--- config.mk ---
export PLATFORM = sky130hd
export DESIGN_NAME = fft_tone_frame_gen
export DESIGN_NICKNAME = d
export VERILOG_FILES = /design/src/rtl/fft_tone_frame_gen_pkg.sv /design/src/rtl/fft_tone_frame_gen_tone_channel.sv /design/src/rtl/fft_tone_frame_gen.sv
export SDC_FILE = /design/constraint.sdc
export NUM_CORES = 1
export LEC_CHECK = 0
export ABC_CLOCK_PERIOD_IN_PS = 8800
export CAP_MARGIN = 10
export CELL_PAD_IN_SITES_DETAIL_PLACEMENT = 0
export CELL_PAD_IN_SITES_GLOBAL_PLACEMENT = 1
export CORE_UTILIZATION = 40
export CTS_CLUSTER_SIZE = 24
export DETAILED_ROUTE_END_ITERATION = 8
export DONT_BUFFER_PORTS = 1
export GPL_TIMING_DRIVEN = 0
export PLACE_DENSITY_LB_ADDON = 0.1
export SETUP_SLACK_MARGIN = 0.5
export SYNTH_ARGS = -nofsm -noshare
export SYNTH_HDL_FRONTEND = slang
export SYNTH_HIERARCHICAL = 1
export SYNTH_SLANG_ARGS = --single-unit
export TNS_END_PERCENT = 5
--- constraint.sdc ---
create_clock -name clk -period 8.8 [get_ports clk]
set_input_delay 0.88 -clock clk [delete_from_list [all_inputs] [get_ports clk]]
set_output_delay 0.88 -clock clk [all_outputs]
set_load 0.02 [all_outputs]
--- src/rtl/fft_tone_frame_gen_pkg.sv ---
// Shared definitions for the framed multi-tone FFT stimulus source:
// parameter defaults, FSM encoding and the offset-binary sine helpers.
package fft_tone_frame_gen_pkg;

  localparam int N_CH_DEF       = 2;
  localparam int ADDR_W_DEF     = 12;
  localparam int ROM_W_DEF      = 12;
  localparam int DATA_W_DEF     = 16;
  localparam int FRAME_LEN_DEF  = 1024;
  localparam int PHASE_INIT_DEF = 1024;

  // IDLE: no beats. RUN: samples being issued into the pipeline.
  // DRAIN: last sample of the final frame issued, waiting for its tlast handshake.
  typedef enum logic [1:0] {
    ST_IDLE  = 2'd0,
    ST_RUN   = 2'd1,
    ST_DRAIN = 2'd2
  } state_t;

  // Offset-binary to two's complement: subtracting mid-scale is the same as
  // inverting the MSB of a w-bit code.
  function automatic int u2s(input int u, input int w);
    return u - (1 << (w - 1));
  endfunction

  // Unsigned offset-binary sine table entry for a given phase. The waveform is
  // a piecewise-parabolic sine approximation: each half period is
  // x*(half-x) scaled to full scale and clamped to the largest positive code.
  // Intended for ADDR_W <= 16 so the product stays inside 32 bits.
  function automatic int usin(input int phase, input int addr_w, input int rom_w);
    int half;
    int x;
    int y;
    int ymax;
    int mid;
    half = 1 << (addr_w - 1);
    x    = phase & (half - 1);
    y    = (x * (half - x)) >>> (2 * addr_w - 3 - rom_w);
    ymax = (1 << (rom_w - 1)) - 1;
    mid  = 1 << (rom_w - 1);
    if (y > ymax) y = ymax;
    if (phase >= half) return mid - y;
    return mid + y;
  endfunction

endpackage

--- src/rtl/fft_tone_frame_gen_tone_channel.sv ---
// One tone channel: per-frame latched step and enable, phase accumulator
// addressing a registered sine table, signed sample output (0 when disabled).
module fft_tone_frame_gen_tone_channel
  import fft_tone_frame_gen_pkg::*;
#(
  parameter int ADDR_W     = ADDR_W_DEF,
  parameter int ROM_W      = ROM_W_DEF,
  parameter int PHASE_INIT = PHASE_INIT_DEF
) (
  input  logic                     clk,
  input  logic                     rst,
  input  logic                     load,
  input  logic                     step,
  input  logic                     adv,
  input  logic                     en_in,
  input  logic [ADDR_W-1:0]        delta_in,
  output logic signed [ROM_W-1:0]  sample
);

  localparam logic [ADDR_W-1:0] INIT = ADDR_W'(PHASE_INIT);

  logic [ADDR_W-1:0] acc_p0;
  logic [ADDR_W-1:0] delta_p0;
  logic              en_p0;
  logic [ROM_W-1:0]  rom_p1;
  logic              en_p1;

  // ---- stage p0: phase accumulator (ROM address) ----
  // Accumulator restarts at PHASE_INIT on every frame start and otherwise
  // steps once per issued sample, wrapping modulo 2^ADDR_W.
  always_ff @(posedge clk or negedge rst) begin
    if (!rst) begin
      acc_p0 <= INIT;
      en_p0  <= 1'b0;
    end else if (load) begin
      acc_p0 <= INIT;
      en_p0  <= en_in;
    end else if (step) begin
      acc_p0 <= acc_p0 + delta_p0;
    end
  end

  // Phase step is captured only at frame start so mid-frame changes wait.
  always_ff @(posedge clk) begin
    if (load) delta_p0 <= delta_in;
  end

  // ---- stage p1: registered sine table read ----
  // Read only on pipeline advance so the output stays stable during stalls.
  always_ff @(posedge clk) begin
    if (adv) rom_p1 <= ROM_W'(usin(int'(acc_p0), ADDR_W, ROM_W));
  end

  // Enable travels with the table data so a frame boundary switches cleanly.
  always_ff @(posedge clk or negedge rst) begin
    if (!rst)     en_p1 <= 1'b0;
    else if (adv) en_p1 <= en_p0;
  end

  assign sample = en_p1 ? $signed(ROM_W'(u2s(int'(rom_p1), ROM_W))) : '0;

endmodule

--- src/rtl/fft_tone_frame_gen.sv ---
// Framed multi-tone stimulus source: N_CH tone channels averaged into the
// real half of a valid/ready/last stream, imaginary half tied to zero.
module fft_tone_frame_gen
  import fft_tone_frame_gen_pkg::*;
#(
  parameter int N_CH       = N_CH_DEF,
  parameter int ADDR_W     = ADDR_W_DEF,
  parameter int ROM_W      = ROM_W_DEF,
  parameter int DATA_W     = DATA_W_DEF,
  parameter int FRAME_LEN  = FRAME_LEN_DEF,
  parameter int PHASE_INIT = PHASE_INIT_DEF
) (
  input  logic                     clk,
  input  logic                     rst,
  input  logic                     start,
  input  logic                     cont,
  input  logic                     stop,
  input  logic [N_CH-1:0]          ch_en,
  input  logic [N_CH*ADDR_W-1:0]   delta,
  output logic [2*DATA_W-1:0]      m_tdata,
  output logic                     m_tvalid,
  input  logic                     m_tready,
  output logic                     m_tlast,
  output logic                     busy,
  output logic [15:0]              frame_cnt
);

  localparam int LOG_N = $clog2(N_CH);
  localparam int SUM_W = ROM_W + LOG_N;
  localparam int CNT_W = $clog2(FRAME_LEN);
  localparam logic [CNT_W-1:0] LAST_IDX = CNT_W'(FRAME_LEN - 1);

  state_t state;
  state_t state_nxt;

  logic                    stop_flag;
  logic                    adv;
  logic                    issue;
  logic                    last_issue;
  logic                    more;
  logic                    start_go;
  logic                    frame_load;
  logic                    hs_last;
  logic [CNT_W-1:0]        cnt_p0;
  logic                    vld_p1;
  logic                    last_p1;
  logic signed [ROM_W-1:0] smp_p1 [N_CH];
  logic signed [SUM_W-1:0] sum_p1;

  // Floor average: arithmetic shift right by log2 of the channel count.
  function automatic logic signed [ROM_W-1:0] avg_fn(input logic signed [SUM_W-1:0] sum);
    logic signed [SUM_W-1:0] sh;
    sh = sum >>> LOG_N;
    return sh[ROM_W-1:0];
  endfunction

  // Place the ROM_W-bit average in the top bits of the DATA_W real half.
  function automatic logic [DATA_W-1:0] to_real(input logic signed [ROM_W-1:0] a);
    logic [DATA_W-1:0] w;
    w = DATA_W'($unsigned(a));
    return w << (DATA_W - ROM_W);
  endfunction

  // The whole pipeline moves when the output register is empty or accepted.
  assign adv        = !m_tvalid || m_tready;
  assign issue      = (state == ST_RUN) && adv;
  assign last_issue = issue && (cnt_p0 == LAST_IDX);
  // The continue/stop decision is taken as the last sample of a frame enters
  // the pipeline, which lets the next frame follow its tlast with no bubble.
  assign more       = cont && !(stop_flag || stop);
  assign start_go   = (state == ST_IDLE) && start;
  assign frame_load = start_go || (last_issue && more);
  assign hs_last    = m_tvalid && m_tready && m_tlast;

  // FSM state register.
  always_ff @(posedge clk or negedge rst) begin
    if (!rst) state <= ST_IDLE;
    else      state <= state_nxt;
  end

  // FSM next state and busy flag.
  always_comb begin
    state_nxt = state;
    busy      = (state != ST_IDLE);
    case (state)
      ST_IDLE:  if (start)                state_nxt = ST_RUN;
      ST_RUN:   if (last_issue && !more)  state_nxt = ST_DRAIN;
      ST_DRAIN: if (hs_last)              state_nxt = ST_IDLE;
      default:                            state_nxt = ST_IDLE;
    endcase
  end

  // Sticky stop request, armed only while a run is in progress.
  always_ff @(posedge clk or negedge rst) begin
    if (!rst)                          stop_flag <= 1'b0;
    else if (start_go)                 stop_flag <= 1'b0;
    else if (stop && state != ST_IDLE) stop_flag <= 1'b1;
  end

  // ---- stage p0: sample index within the frame ----
  // Counts issued samples; reset at every frame start.
  always_ff @(posedge clk or negedge rst) begin
    if (!rst)            cnt_p0 <= '0;
    else if (frame_load) cnt_p0 <= '0;
    else if (issue)      cnt_p0 <= cnt_p0 + 1'b1;
  end

  for (genvar k = 0; k < N_CH; k++) begin : g_ch
    fft_tone_frame_gen_tone_channel #(
      .ADDR_W     (ADDR_W),
      .ROM_W      (ROM_W),
      .PHASE_INIT (PHASE_INIT)
    ) u_ch (
      .clk      (clk),
      .rst      (rst),
      .load     (frame_load),
      .step     (issue),
      .adv      (adv),
      .en_in    (ch_en[k]),
      .delta_in (delta[k*ADDR_W +: ADDR_W]),
      .sample   (smp_p1[k])
    );
  end

  // ---- stage p1: table data valid, channel sum ----
  // Valid and last flags travel alongside the table read.
  always_ff @(posedge clk or negedge rst) begin
    if (!rst) begin
      vld_p1  <= 1'b0;
      last_p1 <= 1'b0;
    end else if (adv) begin
      vld_p1  <= issue;
      last_p1 <= last_issue;
    end
  end

  // Sign-extended sum of all channel samples (disabled channels give 0).
  always_comb begin
    sum_p1 = '0;
    for (int k = 0; k < N_CH; k++) sum_p1 = sum_p1 + SUM_W'(smp_p1[k]);
  end

  // ---- stage p2: output register ----
  // Output flags load on advance, so they hold while the consumer stalls.
  always_ff @(posedge clk or negedge rst) begin
    if (!rst) begin
      m_tvalid <= 1'b0;
      m_tlast  <= 1'b0;
    end else if (adv) begin
      m_tvalid <= vld_p1;
      m_tlast  <= last_p1;
    end
  end

  // Output sample {imag = 0, real = scaled average}, held during stalls.
  always_ff @(posedge clk or negedge rst) begin
    if (!rst)     m_tdata <= '0;
    else if (adv) m_tdata <= {{DATA_W{1'b0}}, to_real(avg_fn(sum_p1))};
  end

  // Completed frames, counted on each tlast handshake.
  always_ff @(posedge clk or negedge rst) begin
    if (!rst)         frame_cnt <= '0;
    else if (hs_last) frame_cnt <= frame_cnt + 16'd1;
  end

endmodule

==> results.yml, run 1 <==
layout:
  nFillCells: 3877
  layout-drive-gt1-share_pct: 12.1
  finalNetCount: 2220
  n_antenna_cell: 0
  areaGrowthSynthToFinish_pct: 13.8
yosys:
  syn-mean-instance-area_um2: 9.62
  synth.yosys.seq_area_share_pct: 20.0
  yosys_warnings: 6
  synthCells: 1703
  synth.cell_area_mm2: 0.0164
  ys_ff_latch: 121
  synth_top_area_share_pct: 22.4
  synth.area.top_cells: "fa_1, ha_1, dfrtp_1"
  synth_area_leader_cell: "fa_1"
  synth.lib_cells_used.distinct: 84
  ys_async_sr_fraction_pct: 60.3
  synth_edf_count: 48
  synth_ff_type: "dfrtp_1"
clock_network:
  cts_tree: "done"
  path_clk_slew_ns: 0.06
  clk_path_buf_depth: 2
  clock_sink_count: 121
  cts_buffers: 17
  cts_hold_buffers: 0
  clock_latency_ns: 0.44
  htreeDepth: 4
  root_buffer: "clkbuf_16"
worst_setup_path:
  timing.critical_path.mode_cell: "fa_1"
  setup.worst_path.start_class: "flop"
  worstReg2RegStart: "g_ch[1].u_ch/acc_p0[0]$_DFFE_PN0P_"
  r2r_end: "g_ch[1].u_ch/rom_p1[8]$_DFFE_PP_"
  slowest_delay_ns: 0.52
  cp_data_required_time_ns: 8.98
  setup.worst_path.class: "reg2reg"
  critPathArrivalTime_ns: 8.55
  r2r.worst_path.cells: 37
  crit_slowest_cell: "fa_1"
  r2r_slack_ns: 0.43
  worstSetupEndpointType: "flop"
  cp_max_fo: 4
grt:
  grt_pass1_wl_um: 60400
  grt_pass1_vias: 11900
  grtUsageTotal_pct: 18.4
  grt_max_degree: 74
  gr-total-overflow: 0
  antenna_found_initial: 0
sta:
  worst_clock_skew_ns: 0.0104
  rsz0062_at_grt: "yes"
  min_period_ns: 8.37
  clock.fmax_ghz: 0.119
  slew_headroom_pct: 27.5
  slew_viol_final: 0
  setup_viol: 0
  hold_viol: 0
  fin_crit_sh_pct: 95.1
  worst_slew_pin_slew_ns: 1.06
  fin_ws_ns: 0.431
route:
  wl_met1_um: 18000
  highest_layer: "met4"
  drt_iter0_markers: 381
  first_pass_iters: 4
  wl_per_cell_um: 15.4
  vias: 11300
  met3_length_um: 1040
  drc: 0
  wl_met2_um: 16700
  wirelength_um: 36200
  ant_nets: 0
  vias_per_cell: 4.82
placement:
  finalWeightedCongestion: 0.778
  pre_cts_ws_ns: -0.860
  hpwl_um: 29600
  port_buffers: 0
floorplanning:
  start_util_pct: 40.9
  core.rowCount: 73
  die_h_um: 204
  io_pins: 83
  dieArea_mm2: 0.0418
  die_x_um: 204
  core_mm2: 0.0401
flow_run:
  drv_cap: 0
min_path:
  hold_class: "in2async"
status:
  status: "completed"
-- layer usage --
layer / up-vias / track usage, %
li1: 5690 / -
met1: 5453 / 25.3
met2: 123 / 30.2
met3: 27 / 3.00
met4: 0 / 3.94
met5: - / 0
-- area by class of cell --
type                    count  area (um^2)  share of cell area (%)
flip-flops and latches    121         3280                    17.6
plain buffers              76          497                    2.66
clock inverters            13         93.8                   0.503
repair buffers             45          350                    1.88
well taps                 525          657                    3.52
inverters                 263         1000                    5.36
multi-input cells        1282        12300                    66.1
clock buffers              19          443                    2.38
-- cells in the mapped netlist (all sizes together) (9+ instances only) --
master	n
nor2	84
a211oi	9
inv	263
mux2	9
mux2i	28
nand4	14
nor3	26
o21a	11
a21oi	59
nand3	26
ha	199
edfxtp	48
dfrtp	71
nand2b	113
xor2	32
nor2b	87
nor3b	19
buf	37
o21ai	40
xnor2	49
and2	53
fa	183
and3	11
o22ai	9
a21o	13
nand2	75
clkbuf	39
o21bai	16
-- kinds of logic after synthesis --
logic type | after synthesis | share of synthesized area (%)
AND/OR/NAND/NOR | 535 | 18.5
other | 5 | 0.115
flip-flops | 121 | 20.0
multiplexers | 37 | 2.35
XOR/XNOR | 81 | 4.38
AO/OA/AOI/OAI | 203 | 8.71
buffers and inverters | 339 | 8.41
adder cells (fa/ha/maj) | 382 | 37.6
-- timing repair --
action / in CTS / in global routing
buffers inserted: 33 / 11
pin swaps: 30 / 40
gates resized for setup: 56 / 38
cloned: 0 / 0
setup endpoints to repair: 22 / 9
hold endpoints to repair: 0 / 0
-- registers in the layout, summed over array words and instances, names as in the netlist, 2 cells and up --
signal and count:
m_tdata 12, g_ch.u_ch/delta_p0 24, cnt_p0 10, g_ch.u_ch/en_p0 2, g_ch.u_ch/acc_p0 24, g_ch.u_ch/en_p1 2, state 2, g_ch.u_ch/rom_p1 24
frame_cnt 16
-- worst max-delay path: cells and delay by family (launching register included) --
kind	cells	cell delay [ns]
buffers and inverters	10	0.95
AO/OA/AOI/OAI	7	1.23
flip-flops	1	0.41
multiplexers	2	0.40
adder cells (fa/ha/maj)	9	3.28
AND/OR/NAND/NOR	9	1.82
-- per-stage QoR --
| step | utilization [%] | setup TNS, ns | hold WS, ns | cell area [um^2] | cells |
|---|---|---|---|---|---|
| global placement | 43.2 | -3.41 | 0.448 | 17300 | 2267 |
| global route | 46.5 | 0 | 0.104 | 18600 | 2344 |
| CTS | 45.8 | 0 | 0.0996 | 18400 | 2333 |
| floorplan | - | 0 | 0.435 | 16600 | 1742 |
| detailed placement | 43.2 | -3.69 | 0.444 | 17300 | 2268 |
| finish | 46.5 | 0 | 0.138 | 18600 | 2344 |
-- cells in the final DEF (no fill, tap or decap), types with 19 or more instances in the layout --
cell	instances
conb_1	44
and2_1	52
nand2_1	73
edfxtp_1	48
nor2b_1	86
fa_1	183
mux2i_1	28
nand3_1	26
nand2b_1	108
ha_1	187
nor2_1	79
a21oi_1	54
inv_1	258
o21ai_0	34
buf_4	64
clkbuf_1	33
nor3_1	19
xnor2_1	48
xor2_1	31
dfrtp_1	67
-- how the worst max path moves through the flow --
stage | startpoint | end | slack (ns) | cells past startpoint
3_5_place_dp | g_ch[0].u_ch/acc_p0[0]$_DFFE_PN0P_ | g_ch[0].u_ch/rom_p1[10]$_DFFE_PP_ | -0.86 | 35
6_report | g_ch[1].u_ch/acc_p0[0]$_DFFE_PN0P_ | g_ch[1].u_ch/rom_p1[8]$_DFFE_PP_ | 0.43 | 37
5_1_grt | g_ch[0].u_ch/acc_p0[0]$_DFFE_PN0P_ | g_ch[0].u_ch/rom_p1[10]$_DFFE_PP_ | 0.12 | 35
4_1_cts | g_ch[1].u_ch/acc_p0[0]$_DFFE_PN0P_ | g_ch[1].u_ch/rom_p1[10]$_DFFE_PP_ | 0.33 | 37
2_1_floorplan | g_ch[1].u_ch/acc_p0[0]$_DFFE_PN0P_ | g_ch[1].u_ch/rom_p1[10]$_DFFE_PP_ | 0.49 | 36
3_3_place_gp | g_ch[0].u_ch/acc_p0[0]$_DFFE_PN0P_ | g_ch[0].u_ch/rom_p1[10]$_DFFE_PP_ | -0.85 | 35
Power of run 1 is not shown: default switching activity piles up to over one toggle a cycle in this logic, so the estimate is an artifact.
==> run 2, diff against run 1 <==
CORE_UTILIZATION = 47   (was 40)
==> run 2 against run 1 <==
Effect of this change:
- clock skew is 0.0012 ns higher
- clock-buffer cell count rose by 2
- register-to-register slack lost 0.05 ns
- critical path depth unchanged
- critical path type unchanged
- sequential share of layout area about the same
- via count increased by 0.31%
- global-route usage rose by 2.2 points
- highest routed layer unchanged
- setup slack lost 0.052 ns
==> results.yml, run 2 (synthesized netlist as in run 1, its figures left out) <==
sta:
  fin_crit_sh_pct: 95.7
  min_period_ns: 8.42
  worst_clock_skew_ns: 0.0116
  hold_viol: 0
  worst_slew_pin_slew_ns: 1.10
  clock.fmax_ghz: 0.119
  slew_viol_final: 0
  setup_viol: 0
  slew_headroom_pct: 24.9
  holdWs_ns: 0.142
  rsz0062_at_grt: "yes"
  fin_ws_ns: 0.379
  tns_ns: 0
clock_network:
  root_buffer: "clkbuf_16"
  cts_buffers: 17
  clock_sink_count: 121
  cts_tree: "done"
  clk_path_buf_depth: 2
  clock_latency_ns: 0.43
  htreeDepth: 4
  path_clk_slew_ns: 0.06
route:
  wirelength_um: 34600
  drc: 0
  wl_per_cell_um: 15.3
  vias: 11300
  first_pass_iters: 4
  ant_nets: 0
  drt_iter0_markers: 422
  vias_per_cell: 4.99
placement:
  pre_cts_ws_ns: -0.866
  dpl_cell_area_mm2: 0.0172
  hpwl_um: 28200
  port_buffers: 0
  finalWeightedCongestion: 0.816
flow_run:
  drv_cap: 0
worst_setup_path:
  critPathArrivalTime_ns: 8.59
  setup.worst_path.start_class: "flop"
  crit_slowest_cell: "fa_1"
  slowest_delay_ns: 0.57
  cp_max_fo: 4
  timing.critical_path.mode_cell: "fa_1"
  path_buf_inv: 10
  crit_family: "adder cells"
  worstSetupEndpointType: "flop"
  cp_data_required_time_ns: 8.97
  setup.worst_path.class: "reg2reg"
layout:
  finalNetCount: 2215
  design_area_mm2: 0.0186
  nFillCells: 3136
  layout-drive-gt1-share_pct: 12.2
  final_common_cell: "inv_1"
  multi_input_area_mm2: 0.0123
  layout.area.seq_mm2: 0.00328
  areaGrowthSynthToFinish_pct: 13.7
  reg.largest.list: "g_ch.u_ch/acc_p0 x24, g_ch.u_ch/delta_p0 x24, g_ch.u_ch/rom_p1 x24"
  final_cell_mix: "inv_1, ha_1, fa_1"
floorplanning:
  die_h_um: 189
  core_mm2: 0.0345
  io_pins: 83
  start_util_pct: 47.5
  die_x_um: 189
  core.rowCount: 68
  dieArea_mm2: 0.0356
status:
  status: "completed"
min_path:
  hold_class: "in2async"
grt:
  antenna_found_initial: 0
  grt_max_degree: 74
  grt_pass1_wl_um: 58800
  grtUsageTotal_pct: 20.5
  grt_pass1_vias: 11900
  gr-total-overflow: 0
## run 2: changes by cell type in the layout (fill, tap and decap cells not counted), moves of 2 or more
cell,change
inv_6,+2
clkinvlp_4,-2
inv_2,+2
buf_6,+2
inv_1,-2
inv_8,+3
buf_4,-6
inv_4,-3
clkbuf_16,+3
## run 2: stage by stage
step           utilization (%)  std cells
2_1_floorplan                -       1742
4_1_cts                   53.4       2261
3_5_place_dp              50.0       2198
3_3_place_gp              50.0       2197
6_report                  54.0       2270
5_1_grt                   54.0       2269
## run 2: repair_timing
item / 4_1_cts / 5_1_grt
resized for setup: 62 / 36
hold endpoints to repair: 0 / 0
cloned: 0 / 0
setup endpoints to repair: 20 / 8
setup buffers: 31 / 8
hold buffers: 0 / 0
pin swaps: 30 / 26
## run 2: layer usage
layer  routed length (um)  vias up  GRT usage (%)
li1                     -     5669              -
met1                17700     5515           29.2
met2                15800      126           33.4
met3                  770       18           2.94
met4                  259        0           3.94
met5                    0        -              0
## run 2: area by class of cell
cell class | instances | area share [%]
flip-flops and latches | 121 | 17.6
inverters | 263 | 5.34
plain buffers | 76 | 2.65
clock buffers | 21 | 2.71
clock inverters | 11 | 0.652
diodes | 1 | 0.0134
repair buffers | 40 | 1.70
well taps | 455 | 3.06
multi-input cells | 1282 | 66.3
## run 2: final timing paths
kind | start | endpoint | slack, ns | depth (start not counted)
setup reg to reg | g_ch[1].u_ch/acc_p0[0]$_DFFE_PN0P_ | g_ch[1].u_ch/rom_p1[10]$_DFFE_PP_ | 0.38 | 37
setup / recovery | g_ch[1].u_ch/acc_p0[0]$_DFFE_PN0P_ | g_ch[1].u_ch/rom_p1[10]$_DFFE_PP_ | 0.38 | 37
max in group asynchronous | rst | g_ch[0].u_ch/acc_p0[10]$_DFFE_PN1P_ | 8.44 | 0
hold reg to reg | vld_p1$_DFFE_PN0N_ | m_tvalid$_DFFE_PN0N_ | 0.47 | 1
hold / removal | rst | m_tdata[11]$_DFFE_PN0N_ | 0.14 | 0
min in group clk | vld_p1$_DFFE_PN0N_ | m_tvalid$_DFFE_PN0N_ | 0.47 | 1
Power of run 2 is left out for the same reason.
